### src/rtl/cpu_seq_if.sv
// Handshake/control bundle between the accumulator CPU sequencer and its datapath.
// Optional CPU_SEQ_WAIT_EN adds the memory-ready input.
interface cpu_seq_if;
    logic       ena;
    logic [2:0] opcode;
    logic       zero;
`ifdef CPU_SEQ_WAIT_EN
    logic       mem_rdy;
`endif
    logic       inc_pc;
    logic       load_pc;
    logic       load_ir;
    logic       load_acc;
    logic       alu_ena;
    logic       rd;
    logic       wr;
    logic       datactl_ena;
    logic       halt;

`ifdef CPU_SEQ_WAIT_EN
    modport master (output ena, opcode, zero, mem_rdy,
                    input  inc_pc, load_pc, load_ir, load_acc, alu_ena, rd, wr, datactl_ena, halt);
    modport slave  (input  ena, opcode, zero, mem_rdy,
                    output inc_pc, load_pc, load_ir, load_acc, alu_ena, rd, wr, datactl_ena, halt);
`else
    modport master (output ena, opcode, zero,
                    input  inc_pc, load_pc, load_ir, load_acc, alu_ena, rd, wr, datactl_ena, halt);
    modport slave  (input  ena, opcode, zero,
                    output inc_pc, load_pc, load_ir, load_acc, alu_ena, rd, wr, datactl_ena, halt);
`endif
endinterface

### src/rtl/cpu_sequencer.sv
// Eight-state fetch/execute controller for the 8-bit accumulator CPU.
// Define CPU_SEQ_WAIT_EN to stall memory-access states until mem_rdy.
module cpu_sequencer (
    input  logic      clk1,
    input  logic      rst,
    cpu_seq_if.slave  bus
);

    typedef enum logic [3:0] {
        IDLE, S0, S1, S2, S3, S4, S5, S6, S7, HALTED
    } state_e;

    localparam logic [2:0] OP_HLT = 3'b000;
    localparam logic [2:0] OP_SKZ = 3'b001;
    localparam logic [2:0] OP_STO = 3'b110;
    localparam logic [2:0] OP_JMP = 3'b111;

    state_e     state_q, state_d;
    logic [2:0] lop_q, lop_d;
    logic       memRdy;
    logic       isAluOp;
    logic       memAccess;
    logic       advance;

`ifdef CPU_SEQ_WAIT_EN
    assign memRdy = bus.mem_rdy;
`else
    assign memRdy = 1'b1;
`endif

    assign isAluOp = lop_q inside {3'b010, 3'b011, 3'b100, 3'b101};

    // States driving rd or wr are the only ones that wait for memory
    assign memAccess = (state_q == S0) || (state_q == S1) ||
                       (isAluOp && ((state_q == S4) || (state_q == S5) || (state_q == S6))) ||
                       ((lop_q == OP_STO) && (state_q == S5));
    assign advance   = memRdy || !memAccess;

    always_ff @(posedge clk1) begin
        if (rst) begin
            state_q <= IDLE;
            lop_q   <= 3'b000;
        end else begin
            state_q <= state_d;
            lop_q   <= lop_d;
        end
    end

    always_comb begin
        state_d = state_q;
        lop_d   = lop_q;
        case (state_q)
            IDLE:    if (bus.ena) state_d = S0;
            S0:      if (advance) state_d = S1;
            S1:      if (advance) state_d = S2;
            S2: begin
                lop_d   = bus.opcode;
                state_d = S3;
            end
            S3:      state_d = (lop_q == OP_HLT) ? HALTED : S4;
            S4:      if (advance) state_d = S5;
            S5:      if (advance) state_d = S6;
            S6:      if (advance) state_d = S7;
            S7:      state_d = bus.ena ? S0 : IDLE;
            HALTED:  state_d = HALTED;
            default: state_d = IDLE;
        endcase
    end

    // Bus strobes stay up through a wait; register-load strobes fire once on the ready cycle
    always_comb begin
        bus.inc_pc      = 1'b0;
        bus.load_pc     = 1'b0;
        bus.load_ir     = 1'b0;
        bus.load_acc    = 1'b0;
        bus.alu_ena     = 1'b0;
        bus.rd          = 1'b0;
        bus.wr          = 1'b0;
        bus.datactl_ena = 1'b0;
        bus.halt        = 1'b0;
        case (state_q)
            S0, S1: begin
                bus.rd      = 1'b1;
                bus.load_ir = advance;
                bus.inc_pc  = advance;
            end
            S3: bus.halt = (lop_q == OP_HLT);
            S4: begin
                if (isAluOp) begin
                    bus.rd      = 1'b1;
                    bus.alu_ena = advance;
                end else if (lop_q == OP_STO) begin
                    bus.datactl_ena = 1'b1;
                end else if (lop_q == OP_JMP) begin
                    bus.load_pc = 1'b1;
                end
            end
            S5: begin
                if (isAluOp) begin
                    bus.rd       = 1'b1;
                    bus.load_acc = advance;
                end else if (lop_q == OP_STO) begin
                    bus.wr          = 1'b1;
                    bus.datactl_ena = 1'b1;
                end else if (lop_q == OP_JMP) begin
                    bus.load_pc = 1'b1;
                    bus.inc_pc  = 1'b1;
                end else if (lop_q == OP_SKZ) begin
                    bus.inc_pc = bus.zero;
                end
            end
            S6: begin
                if (isAluOp) begin
                    bus.rd = 1'b1;
                end else if (lop_q == OP_STO) begin
                    bus.datactl_ena = 1'b1;
                end
            end
            S7:      bus.inc_pc = (lop_q == OP_SKZ) && bus.zero;
            HALTED:  bus.halt = 1'b1;
            default: ;
        endcase
    end

endmodule

### src/flat_wrapper.sv
// flat-port wrapper written by rule: the top's interface ports become plain ports
module cpu_sequencer_flat 
  (clk1, rst, bus_ena, bus_opcode, bus_zero, bus_inc_pc, bus_load_pc, bus_load_ir, bus_load_acc, bus_alu_ena, bus_rd, bus_wr, bus_datactl_ena, bus_halt);
  cpu_seq_if bus_i ();
  input  logic clk1;
  input  logic rst;
  input wire logic [$bits(bus_i.ena)-1:0] bus_ena;
  input wire logic [$bits(bus_i.opcode)-1:0] bus_opcode;
  input wire logic [$bits(bus_i.zero)-1:0] bus_zero;
  output wire logic [$bits(bus_i.inc_pc)-1:0] bus_inc_pc;
  output wire logic [$bits(bus_i.load_pc)-1:0] bus_load_pc;
  output wire logic [$bits(bus_i.load_ir)-1:0] bus_load_ir;
  output wire logic [$bits(bus_i.load_acc)-1:0] bus_load_acc;
  output wire logic [$bits(bus_i.alu_ena)-1:0] bus_alu_ena;
  output wire logic [$bits(bus_i.rd)-1:0] bus_rd;
  output wire logic [$bits(bus_i.wr)-1:0] bus_wr;
  output wire logic [$bits(bus_i.datactl_ena)-1:0] bus_datactl_ena;
  output wire logic [$bits(bus_i.halt)-1:0] bus_halt;
  assign bus_i.ena = bus_ena;
  assign bus_i.opcode = bus_opcode;
  assign bus_i.zero = bus_zero;
  assign bus_inc_pc = bus_i.inc_pc;
  assign bus_load_pc = bus_i.load_pc;
  assign bus_load_ir = bus_i.load_ir;
  assign bus_load_acc = bus_i.load_acc;
  assign bus_alu_ena = bus_i.alu_ena;
  assign bus_rd = bus_i.rd;
  assign bus_wr = bus_i.wr;
  assign bus_datactl_ena = bus_i.datactl_ena;
  assign bus_halt = bus_i.halt;
  cpu_sequencer u_core (.clk1(clk1), .rst(rst), .bus(bus_i));
endmodule
### config.mk
export PLATFORM = sky130hd
export DESIGN_NAME = cpu_sequencer_flat
export DESIGN_NICKNAME = d
export VERILOG_FILES = /design/src/rtl/cpu_seq_if.sv /design/src/rtl/cpu_sequencer.sv /design/src/flat_wrapper.sv
export SDC_FILE = /design/constraint.sdc
export NUM_CORES = 1
export LEC_CHECK = 0
export CAP_MARGIN = 30
export CORE_AREA = 2 2 39 41
export CTS_BUF_LIST = sky130_fd_sc_hd__clkbuf_8 sky130_fd_sc_hd__clkbuf_16
export DETAILED_ROUTE_END_ITERATION = 8
export DIE_AREA = 0 0 41 43
export DONT_BUFFER_PORTS = 1
export PLACE_DENSITY = 0.53
export SYNTH_ARGS = -nofsm -noshare
export SYNTH_HDL_FRONTEND = slang
export SYNTH_SLANG_ARGS = --single-unit
### constraint.sdc
create_clock -name clk1 -period 1.4 [get_ports clk1]
set_clock_uncertainty 0.05 [all_clocks]
set_input_delay 0.07 -clock clk1 [delete_from_list [all_inputs] [get_ports clk1]]
set_output_delay 0.07 -clock clk1 [all_outputs]
set_load 0.1 [all_outputs]
==> results.json <==
{
  "critical_path_class": "reg -> out",
  "grt_max_degree": 9,
  "via_per_inst": 5.25,
  "worstPathMaxFanout": 3,
  "fin_crit_sh_pct": 120,
  "final_cell_count_no_fill": 108,
  "dieHeight_um": 43,
  "dp_cells": 100,
  "rsz0062_at_grt": "true",
  "overflow": 0,
  "die-area_mm2": 0.00176,
  "vdd_ir_drop_max_mv": 1.19,
  "power_density_mw_per_mm2": 923,
  "yosysSeqAreaShare_pct": 28.3,
  "syn_inst": 63,
  "syn_area_per_cell_um2": 7.86,
  "pin_count": 16,
  "hold_viol": 0,
  "hold_class": "in -> reg",
  "core.rowCount": 14,
  "max_cap_viol_count": 0,
  "die_w_um": 41,
  "area_growth_pct": 124,
  "gp_congestion": 0.740,
  "start_util_pct": 35.8,
  "layout_min_cycle_time_ns": 1.68,
  "dp_hpwl_um": 1080,
  "synthMuxAreaShare_pct": 6.06,
  "synth-compound-area-share_pct": 19.2,
  "yosys.area_share.simple_pct": 37.1,
  "grtUsageTotal_pct": 22.3,
  "async_flop_share_pct": 0,
  "fillers": 89,
  "synth_top_area_share_pct": 28.3,
  "first_global_vias": 568,
  "status": "finished with violations",
  "core_mm2": 0.00138,
  "startpoint_type": "flop",
  "avgRoutedWirePerCell_um": 13.3,
  "worst_skew_pair.late_latency_ns": 0.23,
  "ant_nets": 0,
  "worst_slew_pin_slew_ns": 0.374,
  "endpoint_kind": "output pin",
  "crit_arrival_ns": 1.56,
  "synth_nets": 70,
  "synth-edff-count": 0,
  "drc": 0,
  "synth_seq_cells": 7,
  "leakagePower_nw": 0.395,
  "port-buffer-count": 0,
  "syn_area_um2": 495,
  "synth_xor_area_share_pct": 5.30,
  "synthFlopType": "dfxtp_1",
  "num_vias": 567,
  "layout_common_cells": "buf_4 (11), nor2_1 (10), buf_12 (9)",
  "drtIter0Drc": 2,
  "htreeDepth": 1,
  "layout_commonest_cell": "buf_4",
  "seqCellArea_um2": 154,
  "grt_pass1_wl_um": 2520,
  "clockBufferDepth": 2,
  "cts_setup_buffers": 0,
  "yosys.area_share.adder_pct": 0,
  "relSlewSlack_pct": 75.0,
  "antenna_found_initial": 0,
  "nets": 100,
  "synth_top_family_by_area": "simple AND/OR/NAND/NOR gates",
  "place_ws_ns": -0.0410,
  "diodes": 0,
  "final.setup.worst_slack_ns": -0.282,
  "drv_slew": 0,
  "wl_um": 1440,
  "cts_buffers": 3,
  "first_pass_iters": 4,
  "drive_gt1_share_pct": 60.9,
  "timing.fmax_mhz": 595,
  "violations": "setup timing",
  "synthTopCellsByArea": "dfxtp_1 (28%), nor2_1 (9.8%), mux2i_1 (6.1%)",
  "yosysWarnings": 0,
  "cts_sinks": 7,
  "synth.distinct_cells": 27,
  "setup_viol": 9,
  "cts.clk_slew.worst_paths_ns": 0.04,
  "cts-root-buf": "clkbuf_8",
  "cts_tree": "built",
  "synth_area_leader_cell": "dfxtp_1",
  "required_ns": 1.28,
  "multiInputGateArea_um2": 527
}
-- report_power, final --
group / internal, mW / total (mW) / switching [mW]
logic: 0.212 / 0.511 / 0.299
registers: 0.213 / 0.238 / 0.0253
clock network: 0.189 / 0.274 / 0.0850
-- critical path: stages, from the launching register on --
cell,delay [ns]
dfxtp_2,0.32
or4_4,0.55
o31ai_4,0.25
buf_12,0.21
-- flip-flops by register name (all words and copies together) (netlist names) --
name and cells:
u_core.state_q 4, u_core.lop_q 3
-- routing by layer --
layer  GRT usage [%]  part of all wire [%]  up-vias
met5               0                     0        -
met4            18.0                   4.7        0
met3            5.24                   2.4        6
met2            34.1                    54       15
met1            24.4                    38      262
li1                -                     -      284
-- metrics by stage --
step / hold slack [ns] / setup TNS, ns / power (mW) / area, um^2 / utilization, %
after global placement: 0.0872 / -0.0440 / 0.699 / 928 / 67.1
final: 0.0126 / -1.10 / 1.02 / 1110 / 80.1
after CTS: 0.00343 / -1.09 / 1.03 / 1090 / 79.0
after floorplan: 0.0850 / -2.87 / 0.556 / 646 / -
after detailed placement: 0.0893 / -0.0671 / 0.705 / 928 / 67.1
after global routing: 0.0138 / -1.59 / 1.07 / 1110 / 80.1
-- what timing repair did --
item / CTS / global route
resized for setup: 19 / 2
hold buffers: 4 / 0
endpoints found under the hold margin: 7 / 0
endpoints found under the setup margin: 9 / 10
pin swaps: 6 / 3
-- cells by family (layout without fill, tap and decap cells) --
logic type,count (synthesis),count (layout)
and+or+nand+nor,34,34
AOI/OAI and AO/OA,11,11
DFF,7,7
buffers and inverters,5,34
xor gates and xnor gates,3,3
muxes,3,3
-- cell usage after synthesis, types with 2 or more instances --
master,n
nand2b_1,4
dfxtp_1,7
nor3_1,4
mux2i_1,3
a21oi_1,2
nand2_1,5
xor2_1,2
clkbuf_1,3
nor2_1,13
o21a_1,2
nor2b_1,2
-- worst paths after layout --
| path | cells past startpoint | slack, ns | endpoint | from |
|---|---|---|---|---|
| worst max-delay path | 3 | -0.28 | bus_halt | u_core.state_q[0] |
| worst max register to register | 3 | 0.03 | u_core.state_q[3] | u_core.state_q[0] |
| worst min register to register | 2 | 0.55 | u_core.state_q[2] | u_core.state_q[3] |
| worst min-delay path | 2 | 0.01 | u_core.state_q[0] | bus_ena |
-- final cells by class --
| type | instances | share of cell area [%] |
|---|---|---|
| multi-input cells | 51 | 47.5 |
| well taps | 16 | 1.81 |
| clock buffers | 3 | 3.72 |
| clock inverters | 1 | 0.339 |
| inverters | 1 | 0.339 |
| repair buffers | 29 | 32.4 |
| flip-flops and latches | 7 | 13.9 |
No activity file was read; power rests on OpenSTA's default activity.
